**src/rtl/dp_pkg.sv**
```systemverilog
// Shared definitions for the multicycle datapath: operand-select and ALU
// encodings, instruction field positions and an instruction field decoder.
package dp_pkg;

   // ALU B operand sources
   typedef enum logic [1:0] {
      SRCB_B    = 2'b00,
      SRCB_ONE  = 2'b01,
      SRCB_IMM  = 2'b10,
      SRCB_ZERO = 2'b11
   } srcb_e;

   // ALU operations
   typedef enum logic {
      ALU_ADD = 1'b0,
      ALU_SUB = 1'b1
   } alu_op_e;

   // Instruction field bit positions (all fields live in the low 16 bits)
   localparam int OP_MSB  = 15;
   localparam int OP_LSB  = 12;
   localparam int RD_MSB  = 11;
   localparam int RD_LSB  = 9;
   localparam int RS1_MSB = 8;
   localparam int RS1_LSB = 6;
   localparam int RS2_MSB = 5;
   localparam int RS2_LSB = 3;
   localparam int IMM_MSB = 5;
   localparam int IMM_LSB = 0;

   localparam int IMM_W  = IMM_MSB - IMM_LSB + 1;
   localparam int REG_AW = RD_MSB - RD_LSB + 1;

   // Decoded instruction fields
   typedef struct packed {
      logic [3:0]        op;
      logic [REG_AW-1:0] rd;
      logic [REG_AW-1:0] rs1;
      logic [REG_AW-1:0] rs2;
      logic [IMM_W-1:0]  imm;
   } ir_fields_t;

   // Split the instruction word into its fields
   function automatic ir_fields_t decode_ir(input logic [15:0] ir);
      ir_fields_t f;
      f.op  = ir[OP_MSB:OP_LSB];
      f.rd  = ir[RD_MSB:RD_LSB];
      f.rs1 = ir[RS1_MSB:RS1_LSB];
      f.rs2 = ir[RS2_MSB:RS2_LSB];
      f.imm = ir[IMM_MSB:IMM_LSB];
      return f;
   endfunction

endpackage

```
**src/rtl/dp_regfile.sv**
```systemverilog
// Register file: two asynchronous read ports, one synchronous write port,
// r0 hard-wired to zero, asynchronous active-low reset of every entry.
// Optional build macro RF_BYPASS_EN forwards same-edge write data onto the
// read ports so A/B capture the value being written.
module dp_regfile
   import dp_pkg::*;
#(
   parameter int WIDTH = 16,
   parameter int NREGS = 8
) (
   input  logic              clk,
   input  logic              rst_n,
   input  logic [REG_AW-1:0] ra1,
   input  logic [REG_AW-1:0] ra2,
   output logic [WIDTH-1:0]  rd1,
   output logic [WIDTH-1:0]  rd2,
   input  logic              we,
   input  logic [REG_AW-1:0] wa,
   input  logic [WIDTH-1:0]  wd
);

   logic [WIDTH-1:0] regs [NREGS];
   logic [WIDTH-1:0] raw1;
   logic [WIDTH-1:0] raw2;
   logic             wr_ok;

   // r0 and addresses beyond the configured depth are never written
   assign wr_ok = we && (wa != '0) && (int'(wa) < NREGS);

   // Register storage with write port
   // NOTE: the array is reset entry by entry because software relies on all
   // registers reading zero after reset; this rules out a RAM macro here.
   always_ff @(posedge clk or negedge rst_n) begin
      if (!rst_n) begin
         for (int i = 0; i < NREGS; i++) begin
            regs[i] <= '0;
         end
      end else if (wr_ok) begin
         // NOTE: state is updated with <= so every reader in this edge sees
         // the pre-edge value, independent of block evaluation order.
         regs[wa] <= wd;
      end
   end

   // Raw reads: r0 and out-of-range addresses return zero
   assign raw1 = (ra1 == '0 || int'(ra1) >= NREGS) ? '0 : regs[ra1];
   assign raw2 = (ra2 == '0 || int'(ra2) >= NREGS) ? '0 : regs[ra2];

`ifdef RF_BYPASS_EN
   // Forward write data to a read port that addresses the register being written
   always_comb begin
      // NOTE: defaults first so every path assigns rd1/rd2 and no latch forms.
      rd1 = raw1;
      rd2 = raw2;
      if (wr_ok) begin
         if (wa == ra1) rd1 = wd;
         if (wa == ra2) rd2 = wd;
      end
   end
`else
   assign rd1 = raw1;
   assign rd2 = raw2;
`endif

endmodule

```
**src/rtl/mc_datapath.sv**
```systemverilog
// Multicycle datapath: PC, IR, MDR, A, B, ALUOut and the register file,
// driven by per-state strobes from the control FSM. Owns the unified memory
// port and returns the opcode nibble to the FSM.
// Optional build macro RF_BYPASS_EN (see dp_regfile) lets A/B capture
// write-back data on the same edge.
module mc_datapath
   import dp_pkg::*;
#(
   parameter int               WIDTH    = 16,
   parameter int               NREGS    = 8,
   parameter logic [WIDTH-1:0] RESET_PC = '0
) (
   input  logic             CLK,
   input  logic             reset,
   input  logic             IR_EN,
   input  logic             IorD,
   input  logic             MemWrite,
   input  logic             RegWrite,
   input  logic             RegDataSel,
   input  logic             SRCA,
   input  logic [1:0]       SRCB,
   input  logic             ALUOp,
   input  logic             BranchOut,
   output logic [3:0]       op,
   output logic [WIDTH-1:0] mem_addr,
   output logic [WIDTH-1:0] mem_wdata,
   output logic             mem_we,
   input  logic [WIDTH-1:0] mem_rdata,
   output logic [WIDTH-1:0] pc_out
);

   logic [WIDTH-1:0] pc;
   logic [WIDTH-1:0] ir;
   logic [WIDTH-1:0] mdr;
   logic [WIDTH-1:0] a;
   logic [WIDTH-1:0] b;
   logic [WIDTH-1:0] alu_out;

   ir_fields_t       fields;
   logic [WIDTH-1:0] imm_ext;
   logic [WIDTH-1:0] src_a;
   logic [WIDTH-1:0] src_b;
   logic [WIDTH-1:0] alu;
   logic [WIDTH-1:0] wb_data;
   logic [WIDTH-1:0] rf_rd1;
   logic [WIDTH-1:0] rf_rd2;

   assign fields  = decode_ir(ir[15:0]);
   assign imm_ext = {{(WIDTH - IMM_W){fields.imm[IMM_W-1]}}, fields.imm};

   // ALU operand muxes and adder/subtractor (wraps modulo 2^WIDTH)
   assign src_a = SRCA ? a : pc;

   // B operand select
   always_comb begin
      src_b = b;
      case (srcb_e'(SRCB))
         SRCB_B:    src_b = b;
         SRCB_ONE:  src_b = WIDTH'(1);
         SRCB_IMM:  src_b = imm_ext;
         SRCB_ZERO: src_b = '0;
      endcase
   end

   assign alu = (alu_op_e'(ALUOp) == ALU_SUB) ? (src_a - src_b) : (src_a + src_b);

   // Write-back uses ALUOut/MDR as they stand before the edge
   assign wb_data = RegDataSel ? alu_out : mdr;

   dp_regfile #(
      .WIDTH (WIDTH),
      .NREGS (NREGS)
   ) u_regfile (
      .clk   (CLK),
      .rst_n (reset),
      .ra1   (fields.rs1),
      .ra2   (fields.rs2),
      .rd1   (rf_rd1),
      .rd2   (rf_rd2),
      .we    (RegWrite),
      .wa    (fields.rd),
      .wd    (wb_data)
   );

   // Non-architectural registers refreshed every cycle; IR loads on IR_EN
   always_ff @(posedge CLK or negedge reset) begin
      if (!reset) begin
         ir      <= '0;
         mdr     <= '0;
         a       <= '0;
         b       <= '0;
         alu_out <= '0;
      end else begin
         a       <= rf_rd1;
         b       <= rf_rd2;
         mdr     <= mem_rdata;
         alu_out <= alu;
         if (IR_EN) ir <= mem_rdata;
      end
   end

   // PC: the branch strobe owns PC for its cycle (a failed compare holds even
   // if IR_EN is also set); otherwise a fetch writes the ALU result
   always_ff @(posedge CLK or negedge reset) begin
      if (!reset) begin
         pc <= RESET_PC;
      end else if (BranchOut) begin
         if (a == b) pc <= alu_out;
      end else if (IR_EN) begin
         pc <= alu;
      end
   end

   assign op        = fields.op;
   assign mem_addr  = IorD ? alu_out : pc;
   assign mem_wdata = b;
   assign mem_we    = MemWrite;
   assign pc_out    = pc;

endmodule

```
**config.mk**
```make
export PLATFORM = sky130hd
export DESIGN_NAME = mc_datapath
export DESIGN_NICKNAME = d
export VERILOG_FILES = /design/src/rtl/dp_pkg.sv /design/src/rtl/dp_regfile.sv /design/src/rtl/mc_datapath.sv
export SDC_FILE = /design/constraint.sdc
export NUM_CORES = 1
export LEC_CHECK = 0
export CAP_MARGIN = 5
export CORE_UTILIZATION = 50
export CTS_BUF_LIST = sky130_fd_sc_hd__clkbuf_4 sky130_fd_sc_hd__clkbuf_8
export DETAILED_ROUTE_END_ITERATION = 8
export DONT_BUFFER_PORTS = 1
export PLACE_DENSITY = 0.63
export SETUP_SLACK_MARGIN = 0.05
export SYNTH_ARGS = -nofsm -noshare
export SYNTH_HDL_FRONTEND = slang
export SYNTH_HIERARCHICAL = 1
export SYNTH_SLANG_ARGS = --single-unit
```
**constraint.sdc**
```tcl
create_clock -name CLK -period 10.2 [get_ports CLK]
set_input_delay 2.55 -clock CLK [delete_from_list [all_inputs] [get_ports CLK]]
set_output_delay 2.55 -clock CLK [all_outputs]
set_load 0.03 [all_outputs]
```
* Yosys cells after proc, flatten, opt, wreduce, memory -nomap -nowiden
Index checks and enable logic that the tools add are counted.
Widths: inputs -> output; s select.
** Cells by class
- Add/sub/neg operators :: 2
- Bitwise operators :: 3
- Order comparisons :: 4
- Mux-type cells :: 19
- Reduce and logical (&&, ||, !) cells :: 8
- Equal/unequal tests :: 5
** Operators with widths (number)
- $mux 16 :: 14
- $bwmux 128 :: 1
- $bmux 16 s3 :: 2
- $pmux 16 s4 :: 1
- $demux 16 s3 :: 1
- $add 16x16->16 :: 1
- $eq 16x16->1 :: 1
- $sub 16x16->16 :: 1
- $ge 4x4->1 const B :: 3
- $not 3->4 :: 3
- $logic_not 3->1 :: 2
- $eq 2x2->1 const B :: 2
- $lt 4x1->1 const B :: 1
- $reduce_bool 3->1 :: 1
- $eq 2x1->1 const B :: 1
- $logic_and 1x1->1 :: 2
- $logic_not 2->1 :: 1
- $ne 2x1->1 const B :: 1
- $reduce_and 2->1 :: 1
- $reduce_bool 2->1 :: 1
** Word-level totals
- Register bits :: 224
- Output and inout bits :: 53
- Logic and storage cells :: 55
- Input bits :: 28

* Longest topological paths before layout
- Word-level depth :: 6
- Mapped depth :: 17
- Depth with buffers taken out :: 15

* By module
The synthesis kept the hierarchy.
** Modules (own cells, without submodules)
- dp_regfile :: area an instance 6237.2 µm², cells each 458, sequential area each 2802.7 µm², times used 1
- mc_datapath :: area an instance 5172.5 µm², cells each 476, sequential area each 2402.3 µm², times used 1

* Worst setup path before layout
Ideal clock, no wire load.
- Path type :: input to output
- Start :: in IorD
- End :: out mem_addr[11]
- Path buffers :: 2
- Required time :: 7.650 ns
- Slack :: 3.957 ns
- Arrival time :: 3.693 ns
- Stages on the path :: 3
- Cell sequence :: clkbuf_1 -> buf_1 -> o21ai_0
** Between the ends
- Word-level cells in the longest chain between the ends :: 1
** RTL lines
- start, declared :: line mc_datapath.sv:16 : input logic IorD,
- $mux 16 :: line mc_datapath.sv:115 : assign mem_addr = IorD ? alu_out : pc;
- end, declared :: line mc_datapath.sv:25 : output logic [WIDTH-1:0] mem_addr,
Every way passes these cells.

* Worst setup path in the final report
Ends and elaborated chain as after synthesis.

==> results.json <==
{
  "routed_wirelength_um": 29000,
  "holdCritPathClass": "flop to flop",
  "status": "complete, no violations",
  "place_congestion": 0.951,
  "timing.final.ws_setup_ps": 4410,
  "power_leakage_nw": 5.11,
  "tns_ps": 0,
  "ys_seq_area_share_pct": 45.6,
  "cts_resized": 0,
  "drive_gt1_share_pct": 34.7,
  "post_cts_buffers": 0,
  "routedWlPerCell_um": 23.9,
  "synth-edff-count": 0,
  "clock.fmax_mhz": 173,
  "dp_slack_ps": 4240,
  "drtPass1Iterations": 5,
  "internal_power_w": 0.00236,
  "postRouteAntennaNets": 0,
  "period_needed_ps": 5790,
  "finalNonFillerCells": 1213,
  "crit_chain": "o21ai_0",
  "grt_max_degree": 209,
  "clk_pin_slew_ps": 60,
  "overflow": 0,
  "period_share_pct": 56.8,
  "critPathKind": "primary input to output pin",
  "clock-skew-final_ps": 18.2,
  "layout_commonest_cell": "mux2_2",
  "clkLatencyLatePin_ps": 520,
  "slew_headroom_pct": 17.1,
  "grt_pass1_vias": 7482,
  "cts_tree": "yes",
  "required_ps": 7650,
  "syn_nets": 978,
  "hold_violations": 0,
  "ys.flop_type": "dfrtp_1",
  "io_buffers": 0,
  "final_nets": 956,
  "area_delta_synth_final_pct": 6.32,
  "cp_max_fo": 17,
  "finalMaxSlewViolations": 0,
  "syn_inst": 934,
  "cts_buffer_depth": 3,
  "antenna_found_initial": 0,
  "worstSetupStartpointType": "primary input",
  "crit_family": "compound AO/OA/AOI/OAI gates",
  "async_flop_share_pct": 100,
  "cts_hold_buffers": 0,
  "max-cap-violations": 0,
  "cts_max_level": 2,
  "finalSetupViolCount": 0,
  "cts_buffers": 36,
  "placed_cells": 1154,
  "pwr-share-clk_pct": 20.7,
  "cts_root_buf": "clkbuf_8",
  "synth_cell_types": 65,
  "vias": 7561,
  "avgSynthCellArea_um2": 12.2,
  "ios": 81,
  "synth_area_mm2": 0.0114,
  "clock_sinks": 208,
  "grt_util_all_layers_pct": 25.2,
  "start_util_pct": 51.6,
  "core-area_mm2": 0.0221,
  "vdd_drop_max_uv": 105,
  "net-switching-power_w": 0.00147,
  "cp_num_buf_inv": 0,
  "drt_iter0_markers": 449,
  "viasPerCell": 6.23,
  "grt_setup_unrepaired": "false",
  "ys_warn_count": 6,
  "tightest_slew_ps": 1240,
  "num_antenna_cells": 0,
  "dieWidth_um": 153,
  "ys_seq_elements": 208,
  "rows": 54,
  "dp_hpwl_um": 18700,
  "drt_drc_violations_left": 0,
  "sw_frac_of_total_pct": 38.4,
  "max_stage_delay_ps": 690,
  "powerDensity_mw_per_mm2": 316,
  "cp-end-kind": "output pin",
  "grt_pass1_wl_um": 44700,
  "cp_slowest_cell": "o21ai_0",
  "p_seq_share_pct": 43.1,
  "combPwrFrac_pct": 36.1,
  "worstPathArrival_ps": 3240,
  "layout_common_cells": "mux2_2, dfrtp_1, nor2_1, mux2i_1, a221oi_1",
  "design.die.area_mm2": 0.0234,
  "timing.hold.ws_ps": 526,
  "fp.dieH_um": 153
}
flip-flops by register name (all words and copies together) (netlist names):
register        cells
pc_out             16
ir                 16
u_regfile/regs    112
a                  16
mdr                16
alu_out            16
mem_wdata          16
power by group through the flow:
stage	Clock [W]	Combinational, W	Sequential [W]
2_1_floorplan	0	0.00119	0.00151
3_3_place_gp	0	0.00136	0.00165
3_5_place_dp	0	0.00137	0.00166
4_1_cts	0.000816	0.00138	0.00165
5_1_grt	0.000846	0.00151	0.00170
6_report	0.000795	0.00138	0.00165
through the flow:
stage               util (%)  total power [W]  cell area (um2)
floorplan                  -          0.00270            11400
global route            54.9          0.00406            12100
global placement        51.5          0.00301            11400
CTS                     54.9          0.00384            12100
detailed placement      51.5          0.00303            11400
finish                  54.9          0.00383            12100
Yosys cell counts, types with 3 or more instances:
cell type,count,area (um2)
a21o_1,5,37.5
a21oi_1,41,205
a221oi_1,49,429
a31oi_1,6,37.5
and2_1,3,18.8
buf_1,6,22.5
buf_2,20,100
buf_4,11,82.6
buf_6,11,124
clkbuf_1,15,56.3
dfrtp_1,208,5200
ha_1,15,188
inv_1,18,67.6
mux2_2,216,2430
mux2_4,20,300
mux2i_1,50,500
nand2_1,21,78.8
nand2b_1,8,50.1
nand4_1,5,31.3
nand4b_4,3,71.3
nor2_1,57,214
nor2b_1,6,37.5
nor3_1,11,55.1
nor3b_1,5,37.5
nor4_1,3,18.8
o21ai_0,12,60.1
o21ai_2,3,26.3
o21bai_1,4,30.0
o22ai_1,18,113
or2_2,3,18.8
xnor2_1,26,228
xor2_1,13,114
cells by family after synthesis:
group | count (synthesis) | synth area share (%)
AOI/OAI and AO/OA | 160 | 10.1
buffers and inverters | 85 | 4.43
adders and majority gates | 16 | 1.82
and+or+nand+nor | 140 | 6.71
muxes | 286 | 28.3
DFF | 208 | 45.6
xor gates and xnor gates | 39 | 2.99
routing by layer:
| metal | vias up | GRT usage (%) | wire length, um |
|---|---|---|---|
| met4 | 0 | 8.61 | 733 |
| met5 | - | 0 | 0 |
| li1 | 3419 | - | - |
| met3 | 60 | 5.87 | 2120 |
| met1 | 3806 | 34.4 | 12800 |
| met2 | 276 | 39.4 | 13300 |
path summary, 6_finish.rpt:
kind | startpoint | end | slack [ps] | depth (start not counted)
min in group asynchronous | reset | mdr[15] | 1720 | 0
max in group asynchronous | reset | ir[6] | 7810 | 0
worst min-delay path | u_regfile/regs[10] | u_regfile/regs[10] | 530 | 1
worst max-delay path | IorD | mem_addr[11] | 4410 | 1
worst max register to register | ir[3] | pc_out[15] | 6240 | 14
worst min register to register | u_regfile/regs[10] | u_regfile/regs[10] | 530 | 1
cell type report:
type | count | area (um2)
fill | 1901 | 9960
multi-input combinational | 641 | 5700
sequential | 208 | 5210
clock buffer | 56 | 708
tap | 280 | 350
inverter | 18 | 67.6
timing repair buffer | 7 | 52.6
clock inverter | 3 | 42.5
Power figures use the tool's default switching activity.
==> edit (same flow settings) <==
Put a register stage on the output `op`, cleared by the reset. The value now appears one clock later. The other outputs are not delayed to match.
--- a/src/rtl/mc_datapath.sv
+++ b/src/rtl/mc_datapath.sv
@@ -30,2 +30,4 @@
 );
+
+   logic [3:0] op_d;
 
@@ -113,3 +115,3 @@
 
-   assign op        = fields.op;
+   assign op_d      = fields.op;
    assign mem_addr  = IorD ? alu_out : pc;
@@ -119,2 +121,10 @@
 
+   always_ff @(posedge CLK or negedge reset) begin
+      if (!reset) begin
+         op <= '0;
+      end else begin
+         op <= op_d;
+      end
+   end
+
 endmodule
Formal check against the unedited RTL: not equivalent (a bounded check fails within 4 cycles, from zero or initial values and one cycle with reset low).
==> edit against the original RTL <==
  * Non-clock buffer count stayed put
  * Routed wire length fell by 0.76%
  * Power shrank 0.15%
  * Design area rose by 0.55%
  * Area after synthesis rose by 0.61%
  * Sequential cell count increased by 4
  * Worst setup slack worse by 0.0022 ns
  * Via count shrank 1.4%
  * Critical endpoint unchanged
==> edit: results (changes against the original RTL) <==
- Status: finished, final reports clean
- Register area share after synthesis: 0.462 (+0.00593)
- Synth area leader: dfrtp_1
- R2R Setup Slk: 6.35 ns (+0.11 ns)
- Peak supply drop: 0.105 mV (+0.87%)
- Hold EP: op[1]
- Asr flop ratio synth: 1.00 (unchanged)
- Ranking of synthesized cells by area: dfrtp_1 46%, mux2_2 21%, mux2i_1 4.4%
- Pin count of the biggest net entering global routing: 213 (+1.9%)
- Total GRT Usage: 0.250 (-0.00222)
- Fill count: 1932 (+1.6%)
- First-pass GRT wire length: 44.9 mm (+0.63%)
- Vias per cell: 6.11 (-1.9%)
- Skew-Pair Late Insertion Delay: 0.52 ns (about the same)
- Post-CTS Setup Inserts: 0 (unchanged)
- RR Startpoint: mem_wdata[2]
- CTS buffer count: 36 (unchanged)
- Drt wl/cell: 23.6 um (-1.3%)
- # setup viols final: 0 (unchanged)
- GPL Wtd Cong: 0.950 (about the same)
- Hold_sp: ir[13]
- Clock Skew: 0.0293 ns (+0.0111 ns)
- Nets@finish: 960 (+0.42%)
- Top reg by flops: u_regfile/regs
- Critical path's top delay family: compound AO/OA/AOI/OAI gates
- Vias in the first global route: 7670 (+2.5%)
- Clk slew on worst S/H paths: 0.06 ns (about the same)
- Mapped Nets: 978 (unchanged)
- DR pass1 iterations: 5 (unchanged)
- Max clock buf depth: 3 (unchanged)
- Number of synthesis warnings: 6 (unchanged)
- DPL Wire Length: 18.8 mm (+0.80%)
- Worst relative slew slack: 0.214 (+0.0422)
- DR iter-0 viols: 568 (+27%)
- WP data arrival: 3.25 ns (about the same)
- CTS HTree Levels: 2 (unchanged)
- Antenna diodes: 0 (unchanged)
- Root cell of the clock tree: clkbuf_8
- Crit path largest cell delay: 0.69 ns (about the same)
- Synth cell count leaders: 216 x mux2_2, 212 x dfrtp_1, 57 x nor2_1, 50 x mux2i_1, 49 x a221oi_1
- R2R cell count: 14 (unchanged)
- Unique cell type count in the Yosys netlist: 65 (unchanged)
- Worst Hold Depth: 0 (-1)
- Leakage power: 5.14 nW (+0.62%)
- Layout cell share with drive strength beyond 1: 0.344 (-0.00288)
- Max reg flops: 112 (unchanged)
edit: changes by cell type after synthesis:
cell and delta:
buf_4 -4, dfrtp_1 +4
edit: cell families (layout without fill, tap and decap cells):
family                     Yosys count  after routing  share of synthesized area
AOI/OAI and AO/OA                  160            160                      0.100
xor gates and xnor gates            39             39                     0.0298
adders and majority gates           16             16                     0.0181
buffers and inverters               81             82                     0.0414
DFF                                212            212                      0.462
muxes                              286            286                      0.282
and+or+nand+nor                    140            140                     0.0667
edit: area by class of cell:
class | count | area [um2] | share of cell area
multi-input cells | 641 | 5700 | 0.467
repair buffers | 7 | 52.6 | 0.00431
flip-flops and latches | 212 | 5310 | 0.435
well taps | 285 | 357 | 0.0292
clock buffers | 55 | 676 | 0.0554
clock inverters | 2 | 35.0 | 0.00287
inverters | 18 | 67.6 | 0.00554
edit: per-stage QoR:
step	instance area, um2	instances	setup WS, ns	hold slack [ns]
after floorplan	11500	934	3.96	0.350
after global placement	11500	1163	4.31	0.356
after detailed placement	11500	1163	4.20	0.363
after CTS	12200	1220	4.40	0.371
after global routing	12200	1220	4.39	0.385
final	12200	1220	4.40	0.368
edit: report_power, final:
part	total [mW]	internal, mW	switching (mW)	leakage (nW)
logic	1.39	0.715	0.674	2.26
registers	1.67	1.20	0.468	2.50
clock network	0.768	0.442	0.326	0.380
total	3.83	2.36	1.47	5.14
edit: worst max path at each step:
stage                         to  slack [ns]  cells after the start
floorplan           mem_addr[11]        3.96                      3
global placement      pc_out[15]        4.31                     12
detailed placement    pc_out[15]        4.20                     12
CTS                 mem_addr[11]        4.40                      1
global route        mem_addr[11]        4.39                      1
finish              mem_addr[11]        4.40                      1
edit: per-layer routing:
layer / up-vias / track usage / share of wire
met2: 202 / 0.420 / 0.49
li1: 3427 / - / -
met1: 3790 / 0.330 / 0.44
met5: - / 0 / 0
met4: 0 / 0.0681 / 0.018
met3: 38 / 0.0485 / 0.051
